--- src/rtl/rmii_rx_framer_if.sv ---
`default_nettype none
// ============================================================================
// Module      : rmii_rx_framer_if
// Description : PHY-side dibit inputs and byte-stream outputs of the RMII
//               receive framer.
// Revision    : 1.0 - initial release
// ============================================================================
interface rmii_rx_framer_if;
  logic [1:0]  i_rxd;
  logic        i_crs_dv;
  logic        i_rx_er;
  logic [7:0]  o_rx_data;
  logic        o_rx_valid;
  logic        o_rx_sof;
  logic        o_rx_eof;
  logic [10:0] o_rx_len;
  logic        o_rx_crc_ok;
  logic        o_rx_err;

  modport slave (
    input  i_rxd, i_crs_dv, i_rx_er,
    output o_rx_data, o_rx_valid, o_rx_sof, o_rx_eof, o_rx_len, o_rx_crc_ok, o_rx_err
  );

  modport master (
    output i_rxd, i_crs_dv, i_rx_er,
    input  o_rx_data, o_rx_valid, o_rx_sof, o_rx_eof, o_rx_len, o_rx_crc_ok, o_rx_err
  );
endinterface
`default_nettype wire

--- src/rtl/rmii_rx_framer.sv ---
`default_nettype none
// ============================================================================
// Module      : rmii_rx_framer
// Description : 100 Mb/s RMII receive framer; strips preamble/SFD, emits bytes
//               with sof/eof markers, length, FCS check and error status.
// Revision    : 1.0 - initial release
// ============================================================================
module rmii_rx_framer #(
  parameter int unsigned MAX_LEN = 1522,
  parameter int unsigned MIN_LEN = 64
) (
  input  wire logic       clk_rmii,
  input  wire logic       rst_ni,
  rmii_rx_framer_if.slave io_rmii
);

  typedef enum logic [1:0] {
    S_IDLE     = 2'd0,
    S_PREAMBLE = 2'd1,
    S_DATA     = 2'd2,
    S_DROP     = 2'd3
  } state_t;

  localparam logic [31:0] c_CRC_POLY    = 32'hEDB88320;
  localparam logic [31:0] c_CRC_INIT    = 32'hFFFFFFFF;
  localparam logic [31:0] c_CRC_RESIDUE = 32'hDEBB20E3;
  localparam logic [10:0] c_MAX_LEN     = 11'(MAX_LEN);
  localparam logic [10:0] c_MIN_LEN     = 11'(MIN_LEN);
  localparam logic [10:0] c_BCNT_SAT    = 11'h7FF;

  state_t      r_state;
  state_t      w_state_nxt;

  logic [1:0]  w_rxd;
  logic        w_dv;
  logic        w_er;
  logic        w_start;
  logic        w_take;
  logic        w_done;
  logic        w_ovf;
  logic        w_term;
  logic        w_align;
  logic [31:0] w_crc_nxt;
  logic [7:0]  w_byte;

  logic [7:0]  r_shift;
  logic [1:0]  r_dcnt;
  logic [10:0] r_bcnt;
  logic [31:0] r_crc;
  logic [31:0] r_crc_byte;
  logic [7:0]  r_hold;
  logic        r_hold_vld;
  logic        r_sof_pend;
  logic        r_er;
  logic        r_dv_low;

  logic [7:0]  r_data;
  logic        r_valid;
  logic        r_sof;
  logic        r_eof;
  logic [10:0] r_len;
  logic        r_crc_ok;
  logic        r_err;

  // Reflected CRC-32 advanced by one dibit; bit 0 is the earlier wire bit.
  function automatic logic [31:0] f_crc_step(input logic [31:0] crc, input logic [1:0] dibit);
    logic [31:0] c;
    c = crc;
    for (int i = 0; i < 2; i++) begin
      c = {1'b0, c[31:1]} ^ ((c[0] ^ dibit[i]) ? c_CRC_POLY : 32'h0);
    end
    return c;
  endfunction

  assign w_rxd     = io_rmii.i_rxd;
  assign w_dv      = io_rmii.i_crs_dv;
  assign w_er      = io_rmii.i_rx_er;
  assign w_crc_nxt = f_crc_step(r_crc, w_rxd);
  assign w_byte    = {w_rxd, r_shift[7:2]};

  always_ff @(posedge clk_rmii or negedge rst_ni) begin
    if (!rst_ni) begin
      r_state <= S_IDLE;
    end else begin
      r_state <= w_state_nxt;
    end
  end

  always_comb begin
    w_state_nxt = r_state;
    w_start     = 1'b0;
    w_take      = 1'b0;
    w_done      = 1'b0;
    w_ovf       = 1'b0;
    w_term      = 1'b0;
    w_align     = 1'b0;
    case (r_state)
      S_IDLE: begin
        if (w_dv) begin
          if (w_rxd == 2'b01) begin
            w_state_nxt = S_PREAMBLE;
          end else if (w_rxd != 2'b00) begin
            w_state_nxt = S_DROP;
          end
        end
      end
      S_PREAMBLE: begin
        if (!w_dv) begin
          w_state_nxt = S_IDLE;
        end else if (w_rxd == 2'b11) begin
          w_state_nxt = S_DATA;
          w_start     = 1'b1;
        end else if (w_rxd != 2'b01) begin
          w_state_nxt = S_DROP;
        end
      end
      S_DATA: begin
        // A single low crs_dv mid-byte is the PHY's end-of-frame CRS toggle.
        if (!w_dv && (r_dcnt == 2'd0)) begin
          w_term      = 1'b1;
          w_state_nxt = S_IDLE;
        end else if (!w_dv && r_dv_low) begin
          w_term      = 1'b1;
          w_align     = 1'b1;
          w_state_nxt = S_IDLE;
        end else begin
          w_take = 1'b1;
          if (r_dcnt == 2'd3) begin
            w_done = 1'b1;
            if (r_bcnt == c_MAX_LEN) begin
              w_ovf       = 1'b1;
              w_state_nxt = S_DROP;
            end
          end
        end
      end
      S_DROP: begin
        if (!w_dv && r_dv_low) begin
          w_state_nxt = S_IDLE;
        end
      end
      default: w_state_nxt = S_IDLE;
    endcase
  end

  always_ff @(posedge clk_rmii or negedge rst_ni) begin
    if (!rst_ni) begin
      r_shift    <= 8'h00;
      r_dcnt     <= 2'd0;
      r_bcnt     <= 11'd0;
      r_crc      <= c_CRC_INIT;
      r_crc_byte <= c_CRC_INIT;
      r_hold     <= 8'h00;
      r_hold_vld <= 1'b0;
      r_sof_pend <= 1'b0;
      r_er       <= 1'b0;
      r_dv_low   <= 1'b0;
      r_data     <= 8'h00;
      r_valid    <= 1'b0;
      r_sof      <= 1'b0;
      r_eof      <= 1'b0;
      r_len      <= 11'd0;
      r_crc_ok   <= 1'b0;
      r_err      <= 1'b0;
    end else begin
      r_dv_low <= !w_dv;
      r_valid  <= 1'b0;
      r_sof    <= 1'b0;
      r_eof    <= 1'b0;
      if (w_start) begin
        r_dcnt     <= 2'd0;
        r_bcnt     <= 11'd0;
        r_er       <= 1'b0;
        r_crc      <= c_CRC_INIT;
        r_hold_vld <= 1'b0;
        r_sof_pend <= 1'b1;
      end
      if (w_take) begin
        r_shift <= w_byte;
        r_crc   <= w_crc_nxt;
        r_dcnt  <= r_dcnt + 2'd1;
        r_er    <= r_er | w_er;
      end
      if (w_done) begin
        r_hold     <= w_byte;
        r_hold_vld <= 1'b1;
        r_crc_byte <= w_crc_nxt;
        if (r_bcnt != c_BCNT_SAT) begin
          r_bcnt <= r_bcnt + 11'd1;
        end
      end
      // The held byte goes out one byte late so the last one can carry eof.
      if ((w_done || w_term) && r_hold_vld) begin
        r_valid    <= 1'b1;
        r_data     <= r_hold;
        r_sof      <= r_sof_pend;
        r_sof_pend <= 1'b0;
      end
      if (w_ovf) begin
        r_eof      <= 1'b1;
        r_len      <= c_MAX_LEN;
        r_crc_ok   <= (r_crc_byte == c_CRC_RESIDUE);
        r_err      <= 1'b1;
        r_hold_vld <= 1'b0;
      end
      if (w_term) begin
        r_hold_vld <= 1'b0;
        if (r_hold_vld) begin
          r_eof    <= 1'b1;
          r_len    <= r_bcnt;
          r_crc_ok <= (r_crc_byte == c_CRC_RESIDUE);
          r_err    <= r_er | w_align | (r_bcnt < c_MIN_LEN);
        end
      end
    end
  end

  assign io_rmii.o_rx_data   = r_data;
  assign io_rmii.o_rx_valid  = r_valid;
  assign io_rmii.o_rx_sof    = r_sof;
  assign io_rmii.o_rx_eof    = r_eof;
  assign io_rmii.o_rx_len    = r_len;
  assign io_rmii.o_rx_crc_ok = r_crc_ok;
  assign io_rmii.o_rx_err    = r_err;

endmodule
`default_nettype wire

--- src/flat_wrapper.sv ---
// flat-port wrapper written by rule: the top's interface ports become plain ports
module rmii_rx_framer_flat 
#(
  parameter int unsigned MAX_LEN = 1522,
  parameter int unsigned MIN_LEN = 64
)
  (clk_rmii, rst_ni, io_rmii_i_rxd, io_rmii_i_crs_dv, io_rmii_i_rx_er, io_rmii_o_rx_data, io_rmii_o_rx_valid, io_rmii_o_rx_sof, io_rmii_o_rx_eof, io_rmii_o_rx_len, io_rmii_o_rx_crc_ok, io_rmii_o_rx_err);
  rmii_rx_framer_if io_rmii_i ();
  input  wire logic clk_rmii;
  input  wire logic rst_ni;
  input wire logic [$bits(io_rmii_i.i_rxd)-1:0] io_rmii_i_rxd;
  input wire logic [$bits(io_rmii_i.i_crs_dv)-1:0] io_rmii_i_crs_dv;
  input wire logic [$bits(io_rmii_i.i_rx_er)-1:0] io_rmii_i_rx_er;
  output wire logic [$bits(io_rmii_i.o_rx_data)-1:0] io_rmii_o_rx_data;
  output wire logic [$bits(io_rmii_i.o_rx_valid)-1:0] io_rmii_o_rx_valid;
  output wire logic [$bits(io_rmii_i.o_rx_sof)-1:0] io_rmii_o_rx_sof;
  output wire logic [$bits(io_rmii_i.o_rx_eof)-1:0] io_rmii_o_rx_eof;
  output wire logic [$bits(io_rmii_i.o_rx_len)-1:0] io_rmii_o_rx_len;
  output wire logic [$bits(io_rmii_i.o_rx_crc_ok)-1:0] io_rmii_o_rx_crc_ok;
  output wire logic [$bits(io_rmii_i.o_rx_err)-1:0] io_rmii_o_rx_err;
  assign io_rmii_i.i_rxd = io_rmii_i_rxd;
  assign io_rmii_i.i_crs_dv = io_rmii_i_crs_dv;
  assign io_rmii_i.i_rx_er = io_rmii_i_rx_er;
  assign io_rmii_o_rx_data = io_rmii_i.o_rx_data;
  assign io_rmii_o_rx_valid = io_rmii_i.o_rx_valid;
  assign io_rmii_o_rx_sof = io_rmii_i.o_rx_sof;
  assign io_rmii_o_rx_eof = io_rmii_i.o_rx_eof;
  assign io_rmii_o_rx_len = io_rmii_i.o_rx_len;
  assign io_rmii_o_rx_crc_ok = io_rmii_i.o_rx_crc_ok;
  assign io_rmii_o_rx_err = io_rmii_i.o_rx_err;
  rmii_rx_framer #(.MAX_LEN(MAX_LEN), .MIN_LEN(MIN_LEN)) u_core (.clk_rmii(clk_rmii), .rst_ni(rst_ni), .io_rmii(io_rmii_i));
endmodule
--- config.mk ---
export PLATFORM = sky130hd
export DESIGN_NAME = rmii_rx_framer_flat
export DESIGN_NICKNAME = d
export VERILOG_FILES = /design/src/rtl/rmii_rx_framer_if.sv /design/src/rtl/rmii_rx_framer.sv /design/src/flat_wrapper.sv
export SDC_FILE = /design/constraint.sdc
export NUM_CORES = 1
export LEC_CHECK = 0
export ABC_AREA = 0
export CORE_MARGIN = 2
export CORE_UTILIZATION = 55
export CTS_BUF_LIST = sky130_fd_sc_hd__clkbuf_4 sky130_fd_sc_hd__clkbuf_8
export CTS_CLUSTER_SIZE = 14
export DETAILED_ROUTE_END_ITERATION = 16
export GPL_TIMING_DRIVEN = 0
export PLACE_DENSITY = 0.74
export SLEW_MARGIN = 40
export SYNTH_ARGS = -nofsm -noshare
export SYNTH_HDL_FRONTEND = slang
export SYNTH_SLANG_ARGS = --single-unit
--- constraint.sdc ---
create_clock -name clk_rmii -period 1.9 [get_ports clk_rmii]
set_input_delay 0.38 -clock clk_rmii [delete_from_list [all_inputs] [get_ports clk_rmii]]
set_output_delay 0.38 -clock clk_rmii [all_outputs]
set_load 0.1 [all_outputs]
==> results.sh <==
export IMPL_status="finished clean"
export IMPL_slew_headroom_pct=62.0
export IMPL_place_inst=587
export IMPL_post_drt_wl_per_cell_um=16.7
export IMPL_drt_iter0_drc=144
export IMPL_clock_sinks=121
export IMPL_slowest_delay_ps=440
export IMPL_fin_cells=629
export IMPL_path_cells="buf_6 -> ha_1 -> nand4bb_1 -> nor4_4 -> a21oi_4 -> clkinv_4 -> mux2_1"
export IMPL_port_buffers=27
export IMPL_min_period_ps=1870
export IMPL_num_rows=35
export IMPL_cpMaxStageDelayCell="dfrtp_1"
export IMPL_netlist_area_um2=5160
export IMPL_vias=3540
export IMPL_antennaDiodeCount=0
export IMPL_path_depth=7
export IMPL_grt_usage_pct=22.3
export IMPL_cp_arrival_ps=2180
export IMPL_grt_max_degree=65
export IMPL_grt_first_pass_wirelength_um=17400
export IMPL_post_route_period_util_pct=98.6
export IMPL_routed_wl_um=10500
export IMPL_worst_path_buf_inv=2
export IMPL_setup_viol=0
export IMPL_min_path_type="input pin to flip-flop"
export IMPL_finalHoldViolations=0
export IMPL_crit_family="simple AND/OR/NAND/NOR gates"
export IMPL_synth_edf_count=0
export IMPL_first_pass_iters=4
export IMPL_nets=515
export IMPL_final_area_um2=6020
export IMPL_yosysSeqAreaShare_pct=60.2
export IMPL_setup_tns_ps=0
export IMPL_synth_warnings=0
export IMPL_final_common_cell="nand2_1"
export IMPL_syn2layout_area_growth_pct=16.5
export IMPL_placed_area_um2=5490
export IMPL_max_cap_violations=0
export IMPL_grt_ovfl_total=0
export IMPL_route_detailed_drc=0
export IMPL_finalClockSkew_ps=13.7
export IMPL_most_common_layout_cells="114 x nand2_1, 64 x dfstp_2, 55 x dfrtp_1"
export IMPL_cp_end_kind="flip-flop"
export IMPL_die_area_um2=10200
export IMPL_numCtsBuffers=17
export IMPL_die_y_um=101
export IMPL_leakagePower_nw=2.77
export IMPL_path_max_fanout=5
export IMPL_drtAntennaViolNets=0
export IMPL_synth_ff_latch_count=121
export IMPL_cp_start_kind="flip-flop"
export IMPL_dp_hpwl_um=6920
export IMPL_antenna_found_initial=0
export IMPL_clock_root_buffer="clkbuf_8"
export IMPL_powerDensity_nw_per_um2=1780
export IMPL_clockBufferDepth=2
export IMPL_async_flop_share_pct=100
export IMPL_synth_ff_type="dfstp_2"
export IMPL_die_width_um=101
export IMPL_synth_avg_cell_area_um2=11.5
export IMPL_drv_slew=0
export IMPL_grt_pass1_vias=3588
export IMPL_io_pins=30
export IMPL_cp_required_ps=2210
export IMPL_max_freq_mhz=534
export IMPL_holdPathStages=3
export IMPL_path_class="flip-flop to flip-flop"
export IMPL_core_area_um2=9150
export IMPL_synth_fp_nets=458
export IMPL_syn_inst=448
export IMPL_floorplan_initialDensity_pct=56.4
export IMPL_synth_cell_type_count=51
export IMPL_r2r_cells=7
export IMPL_drive_gt1_share_pct=32.4
export IMPL_htree_levels=4
export IMPL_path_clk_slew_ps=80
export IMPL_gp_congestion=0.795
export IMPL_viasPerCell=5.63
export IMPL_vdd_drop_max_v=0.00183
export IMPL_clock_latency_ps=430
export IMPL_cts_tree="done"
export IMPL_worst_pin_slew_ps=569
sequential cells by signal (all words and copies together) (netlist names), 6 cells and up:
signal                    count
u_core.r_hold                 8
u_core.r_shift                6
u_core.r_crc_byte            32
u_core.r_bcnt                11
u_core.io_rmii.o_rx_data      8
u_core.io_rmii.o_rx_len      11
u_core.r_crc                 32
layer usage:
metal / vias to the layer above / wire, µm / track usage, %
li1: 1671 / - / -
met1: 1786 / 4790 / 29.4
met2: 71 / 5170 / 34.9
met3: 12 / 398 / 6.17
met4: 0 / 135 / 9.46
met5: - / 0 / 0
path summary, 6_finish.rpt:
kind                                      start                         end  slack, ps
max                            u_core.r_bcnt[1]  u_core.io_rmii.o_rx_crc_ok         30
min reg2reg                u_core.r_crc_byte[0]        u_core.r_crc_byte[0]        460
min                            io_rmii_i_rxd[1]            u_core.r_hold[7]        280
max reg2reg                    u_core.r_bcnt[1]  u_core.io_rmii.o_rx_crc_ok         30
min in group asynchronous                rst_ni  u_core.io_rmii.o_rx_len[1]        480
max in group asynchronous                rst_ni            u_core.r_crc[25]        750
final cells by class:
cell class	instances	area, µm²
timing repair buffer	37	256
clock inverter	14	108
fill	725	3140
buffer	23	120
clock buffer	18	248
tap	111	139
sequential	121	3110
multi-input combinational	296	2000
inverter	8	35.0
timing repair inverter	1	5.00
Yosys cell counts, types with 3 or more instances:
library cell | count | area (µm²)
o21ai_0 | 18 | 90.1
nor3b_1 | 3 | 22.5
nand2_1 | 118 | 443
mux2_1 | 9 | 101
xor2_1 | 21 | 184
buf_2 | 8 | 40.0
nand4_1 | 5 | 31.3
nand3_1 | 4 | 20.0
o21a_1 | 3 | 22.5
nand4b_1 | 4 | 35.0
clkbuf_1 | 12 | 45.0
o21ai_1 | 11 | 55.1
dfstp_2 | 64 | 1680
mux2i_1 | 9 | 90.1
o22a_1 | 18 | 158
xnor2_4 | 3 | 82.6
a2bb2oi_1 | 21 | 184
ha_1 | 4 | 50.1
inv_1 | 7 | 26.3
nor2_1 | 6 | 22.5
dfrtp_1 | 57 | 1430
a22o_1 | 4 | 35.0
per-stage QoR:
stage | hold WS [ps] | worst slack, ps | utilization [%] | total power [mW]
after global placement | 446 | -3960 | 60.9 | 8.57
after floorplan | 84.4 | 184 | - | 7.65
final | 278 | 26.7 | 65.7 | 10.7
after detailed placement | 342 | -544 | 59.9 | 8.55
after CTS | 246 | -30.6 | 64.4 | 10.7
after global routing | 268 | -27.1 | 65.7 | 11.4
report_power, final:
part	internal, mW	leakage [nW]	switching [mW]
Clock	1.04	0.177	1.00
Sequential	4.00	1.42	0.663
Combinational	1.33	1.17	2.69
Total	6.37	2.77	4.36
cells by family after synthesis:
| logic type | after synthesis | synth area share (%) |
|---|---|---|
| and+or+nand+nor | 162 | 14.6 |
| AOI/OAI and AO/OA | 88 | 12.7 |
| adders and majority gates | 4 | 0.969 |
| xor gates and xnor gates | 24 | 5.16 |
| buffers and inverters | 31 | 2.67 |
| DFF | 121 | 60.2 |
| muxes | 18 | 3.71 |
timing repair:
item                       4_1_cts  5_1_grt
gates resized for setup         13       16
setup endpoints to repair       63       81
buffers inserted                 1        7
hold endpoints to repair        16        0
cloned                           0        1
pin swaps                        1        2
hold buffers                     1        0
tightest hold or removal path, delay by kind of cell:
| family | cells | cell delay, ps |
|---|---|---|
| AND/OR/NAND/NOR | 2 | 110 |
| buffers and inverters | 1 | 170 |
Power figures use the tool's default switching activity.
